File: config.mk
export PLATFORM = sky130hd
export DESIGN_NAME = cpu_cen_ctrl
export DESIGN_NICKNAME = d
export VERILOG_FILES = /design/src/rtl/cpu_cen_ctrl.sv
export SDC_FILE = /design/constraint.sdc
export NUM_CORES = 1
export LEC_CHECK = 0
export CAP_MARGIN = 20
export CORE_ASPECT_RATIO = 1.75
export CORE_UTILIZATION = 50
export DETAILED_ROUTE_END_ITERATION = 7
export PLACE_DENSITY = 0.78
export SYNTH_ARGS = -nofsm -noshare
export SYNTH_HDL_FRONTEND = slang
export SYNTH_SLANG_ARGS = --single-unit
File: constraint.sdc
create_clock -name clk_sys -period 3.4 [get_ports clk_sys]
set_input_delay 0.51 -clock clk_sys [delete_from_list [all_inputs] [get_ports clk_sys]]
set_output_delay 0.51 -clock clk_sys [all_outputs]
set_load 0.02 [all_outputs]
File: src/rtl/cpu_cen_ctrl.sv
// CPU clock-enable controller: fractional n/m enable, stall debt with paced
// replay, and vsync-aligned pause / turbo.
module cpu_cen_ctrl #(
    parameter int unsigned FRAC_W         = 10,
    parameter int unsigned DEBT_W         = 16,
    parameter int unsigned CATCHUP_GAP    = 0,
    parameter int unsigned FLUSH_ON_PAUSE = 1
) (
    input  logic              clk_sys,
    input  logic              reset_n,
    input  logic [FRAC_W-1:0] cen_n,
    input  logic [FRAC_W-1:0] cen_m,
    input  logic              ready,
    input  logic              turbo,
    input  logic              pause_rq,
    input  logic              vsync,
    output logic              paused,
    output logic              ce_nom,
    output logic              ce_cpu,
    output logic [DEBT_W-1:0] debt,
    output logic              debt_sat
);

    localparam int unsigned ACC_W = FRAC_W + 1;
    localparam int unsigned SUM_W = ACC_W + 1;
    localparam int unsigned GAP_W = (CATCHUP_GAP > 0) ? $clog2(CATCHUP_GAP + 1) : 1;

    typedef enum logic {
        ST_RUN    = 1'b0,
        ST_PAUSED = 1'b1
    } state_t;

    state_t             state_q, state_d;
    logic [ACC_W-1:0]   acc_q, acc_d;
    logic               ce_nom_q, ce_nom_d;
    logic [DEBT_W-1:0]  debt_q, debt_d;
    logic               debt_sat_q, debt_sat_d;
    logic [GAP_W-1:0]   gap_q, gap_d;

    logic [SUM_W-1:0]   sum;
    logic               paused_w;
    logic               pause_entry;
    logic               catchup;

    // State registers
    always_ff @(posedge clk_sys) begin
        if (!reset_n) begin
            state_q    <= ST_RUN;
            acc_q      <= '0;
            ce_nom_q   <= 1'b0;
            debt_q     <= '0;
            debt_sat_q <= 1'b0;
            gap_q      <= '0;
        end else begin
            state_q    <= state_d;
            acc_q      <= acc_d;
            ce_nom_q   <= ce_nom_d;
            debt_q     <= debt_d;
            debt_sat_q <= debt_sat_d;
            gap_q      <= gap_d;
        end
    end

    // Divider, pause FSM, replay pacing and debt bookkeeping
    always_comb begin
        state_d     = state_q;
        acc_d       = acc_q;
        ce_nom_d    = 1'b0;
        debt_d      = debt_q;
        debt_sat_d  = debt_sat_q;
        gap_d       = gap_q;
        pause_entry = 1'b0;

        sum = SUM_W'(acc_q) + SUM_W'(cen_n);

        if (cen_m == '0) begin
            acc_d = '0;
        end else if (cen_n >= cen_m) begin
            ce_nom_d = 1'b1;
            acc_d    = '0;
        end else if (sum >= SUM_W'(cen_m)) begin
            ce_nom_d = 1'b1;
            acc_d    = ACC_W'(sum - SUM_W'(cen_m));
        end else begin
            acc_d = ACC_W'(sum);
        end

        // Pause is only entered inside vsync and only left outside it
        if (state_q == ST_RUN) begin
            if (pause_rq && vsync) begin
                state_d     = ST_PAUSED;
                pause_entry = 1'b1;
            end
        end else begin
            if (!pause_rq && !vsync) begin
                state_d = ST_RUN;
            end
        end

        paused_w = (state_q == ST_PAUSED);
        catchup  = ready && !ce_nom_q && !turbo && !paused_w
                   && (debt_q != '0) && (gap_q == '0);
        ce_cpu   = !paused_w && ready && (ce_nom_q || turbo || catchup);

        if (catchup) begin
            gap_d = GAP_W'(CATCHUP_GAP);
        end else if (gap_q != '0) begin
            gap_d = gap_q - GAP_W'(1);
        end

        // Debt priority: turbo, flush on pause entry, hold while paused, stall, replay
        if (turbo) begin
            debt_d = '0;
        end else if (pause_entry && (FLUSH_ON_PAUSE != 0)) begin
            debt_d = '0;
        end else if (paused_w) begin
            debt_d = debt_q;
        end else if (ce_nom_q && !ready) begin
            if (debt_q == '1) begin
                debt_sat_d = 1'b1;
            end else begin
                debt_d = debt_q + DEBT_W'(1);
            end
        end else if (catchup) begin
            debt_d = debt_q - DEBT_W'(1);
        end
    end

    assign paused   = paused_w;
    assign ce_nom   = ce_nom_q;
    assign debt     = debt_q;
    assign debt_sat = debt_sat_q;

endmodule

==> impl_results.md <==
* # fillers at 420
* Reg2reg setup slack at 40 ps
* Via count at 3597
* CTS Buf Count at 5
* Final WS setup at -27.1 ps
* CP Cell Sequence: clkdlybuf4s50_1 > ha_1 > o21ai_0 > nor2_1 > a21oi_1 > xnor2_1 > ha_1 > nand2_2 > nor3_2 > a21oi_2 > o21ai_2 > buf_6 > or3_4 > o31ai_1
* Top cells by area, synth: dfxtp_1 (20%), ha_1 (18%), mux2i_1 (5.8%)
* Post-route DRC violation count at 0
* Vias in the first global route at 3514
* Critical Path Slowest Stage Cell: clkdlybuf4s50_1
* Reg2reg end: acc_q[2]
* FFs w/ async S/R, synth at 0%
* Clk_lat worst skew at 290 ps
* Initial antenna violation count at 0
* F_max at 0.292 GHz
* CTS root buf: clkbuf_8
* Hold Path Depth at 2
* Crit path top cell by count: ha_1
* Starting Density at 52.0%
* Post-synth top area cell: dfxtp_1
* Kind of critical path: in2reg
* Grt ovf at 0
* Number of max-cap violations at 0
* Fin. max-slew vios at 0
* Post-route minimum period at 3430 ps
* Layout area overhead at 47.7%
* Hold Crit Start: debt[12]
* Initial DRC count at 230
* DPL Wire Length at 7650 µm
* Final GP Congestion at 0.946
* Worst hold-check path type: reg2reg
* Vias per cell at 6.19
* Reg clk slew, reported paths at 70 ps
* Number of synthesized flops with an enable pin at 0
* RSZ-0062 raised after global routing: yes
* Commonest non-fill, non-tap cell in the layout: buf_4
* Outcome: finished, violations left
* DR pass1 iterations at 7
* R2R cell count at 15
* Final TNS setup at -98.2 ps
* Overall power at 0.00335 W
* Die width at 61.3 µm
* CP top delay family: compound AO/OA/AOI/OAI gates
* All-Layer GR Usage at 33.1%
* Worst EP arrival at 3630 ps
* Final Hold Viols at 0
* Register area share after synthesis at 20.1%
* WL final at 10800 µm
* Global-route wire length before repair at 15900 µm
* Layout cells sized above 1 at 26.2%
* Num Clock Sinks at 31
* PortBufs at 45
* # IOs at 46
* Actual slew at the worst max-slew pin at 501 ps
* Warnings from Yosys at 0
* Rel. slew slack at 65.8%
* Failing checks: negative setup slack
* # rows at 37
* Top cell type's share of synthesized area at 20.1%
* Post-synthesis instance area at 3080 µm²
* PwrDens at 736 nW/µm²
* Final-report setup violation count at 8
* Diode count at 0
* Post-synthesis average cell area at 8.28 µm²
* Final core utilization at 76.8%
* Die ar. at 6490 µm²
* Post-synthesis cell count at 372
* Startpoint Class: input port
* Worst endpoint required time at 3600 ps
* R2R Path Start: acc_q[0]
* LEAKAGE at 2.10 nW
* #FFs+latches synth at 31
* Dominant synthesized flop cell: dfxtp_1
* Most frequent cells in the layout: buf_4 (78), clkdlybuf4s50_1 (40), ha_1 (39), dfxtp_1 (30), a21oi_1 (29)
* Core Region at 5930 µm²
* Part of the cycle the worst path needs at 101%
* Final Net Count at 575
* Largest net degree at the start of global routing at 20
* Clk buf depth at 2
* Max FO, Critical Path at 3
* CTS tree: done
* Hold Crit Endpoint: debt[12]
* Syn_nets at 445
* H-tree depth at 2
* Slowest stage delay, CP at 490 ps
* Post-route antenna net violation count at 0
* Buf/Inv on CP at 2
* CP Capture Type: register
* WL/cell at 18.6 µm
* Synth cell types at 56
* Worst vdd ir at 0.000559 V
* Die Y at 106 µm
* Post-CTS Hold Fix Bufs at 0
* Max Clock Skew at 7.34 ps
metrics by stage:
stage / cell area (µm²) / cells / hold slack (ps) / setup slack (ps)
global route: 4550 / 581 / 578 / -238
global placement: 4140 / 559 / 516 / -518
CTS: 4380 / 574 / 538 / 59.1
finish: 4550 / 581 / 547 / -27.1
floorplan: 3090 / 372 / 581 / 7.26
detailed placement: 4140 / 559 / 531 / -619
power breakdown:
part	internal, W	total (W)	switching, W
Sequential	0.000426	0.000481	0.0000553
Clock	0.000237	0.000387	0.000150
Combinational	0.00125	0.00248	0.00123
Total	0.00191	0.00335	0.00144
cells in the mapped netlist, drive strengths merged, types with 2 or more instances:
master and count:
xor2 6, mux2 2, nor2b 2, buf 2
a221oi 2, nand2 26, a21boi 4, nand2b 8
nor3 11, nand3 6, clkbuf 2, o31ai 2
o211ai 5, inv 20, nand4 9, nand3b 7
a211o 3, o21bai 2, fa 3, or4 3
and3 3, nor4 7, a21o 12, or3 2
and2 2, a211oi 10, xnor2 17, a2111o 2
a41o 2, mux2i 18, a21oi 32, o21a 5
ha 44, o21ai 23, nor2 24, dfxtp 31
cell type report:
cell class	instances	area [µm²]	area share, %
Clock buffer	6	82.6	1.82
Clock inverter	2	35.0	0.770
Inverter	20	75.1	1.65
Multi-Input combinational cell	317	2560	56.4
Sequential cell	31	622	13.7
Tap cell	78	97.6	2.15
Timing Repair Buffer	127	1070	23.6
routing by layer:
layer | global-route usage [%] | vias to the layer above | wire length [µm]
li1 | - | 1665 | -
met1 | 31.7 | 1715 | 3710
met3 | 6.26 | 75 | 426
met2 | 58.2 | 142 | 5720
met4 | 24.9 | 0 | 950
met5 | 0 | - | 0
worst min-delay path, cell delays in order (launching register included):
cell and delay, ps:
dfxtp_1 360, nand2b_1 90, a21oi_1 60
cells by family (layout without fill, tap and decap cells):
group,after synthesis,count (layout),share of synthesized area (%)
compound gates,113,113,24.7
xor+xnor,23,23,6.54
fa+ha+maj,47,47,19.8
buf+inv,24,155,3.01
flops,31,31,20.1
mux,20,20,6.58
other cells,1,1,0.122
simple gates,113,113,19.1
timing repair:
action	4_1_cts	5_1_grt
endpoints found under the setup margin	12	12
buffers inserted	7	8
resized for setup	21	32
pin swaps	24	25
sequential cells by signal, summed over array words and instances, names as in the netlist:
name,flops
debt,16
acc_q,11
ce_nom,1
debt_sat,1
gap_q,1
paused,1
how the worst max path moves through the flow:
stage	from	endpoint	slack, ps	cells after the start
final	cen_n[6]	acc_q[6]	-30	14
after detailed placement	cen_n[0]	acc_q[7]	-620	15
after global routing	cen_n[6]	acc_q[6]	-240	14
after floorplan	cen_n[0]	acc_q[0]	7	14
after global placement	cen_n[0]	acc_q[7]	-520	15
after CTS	cen_n[5]	acc_q[2]	60	14
No activity file was read; power rests on OpenSTA's default activity.
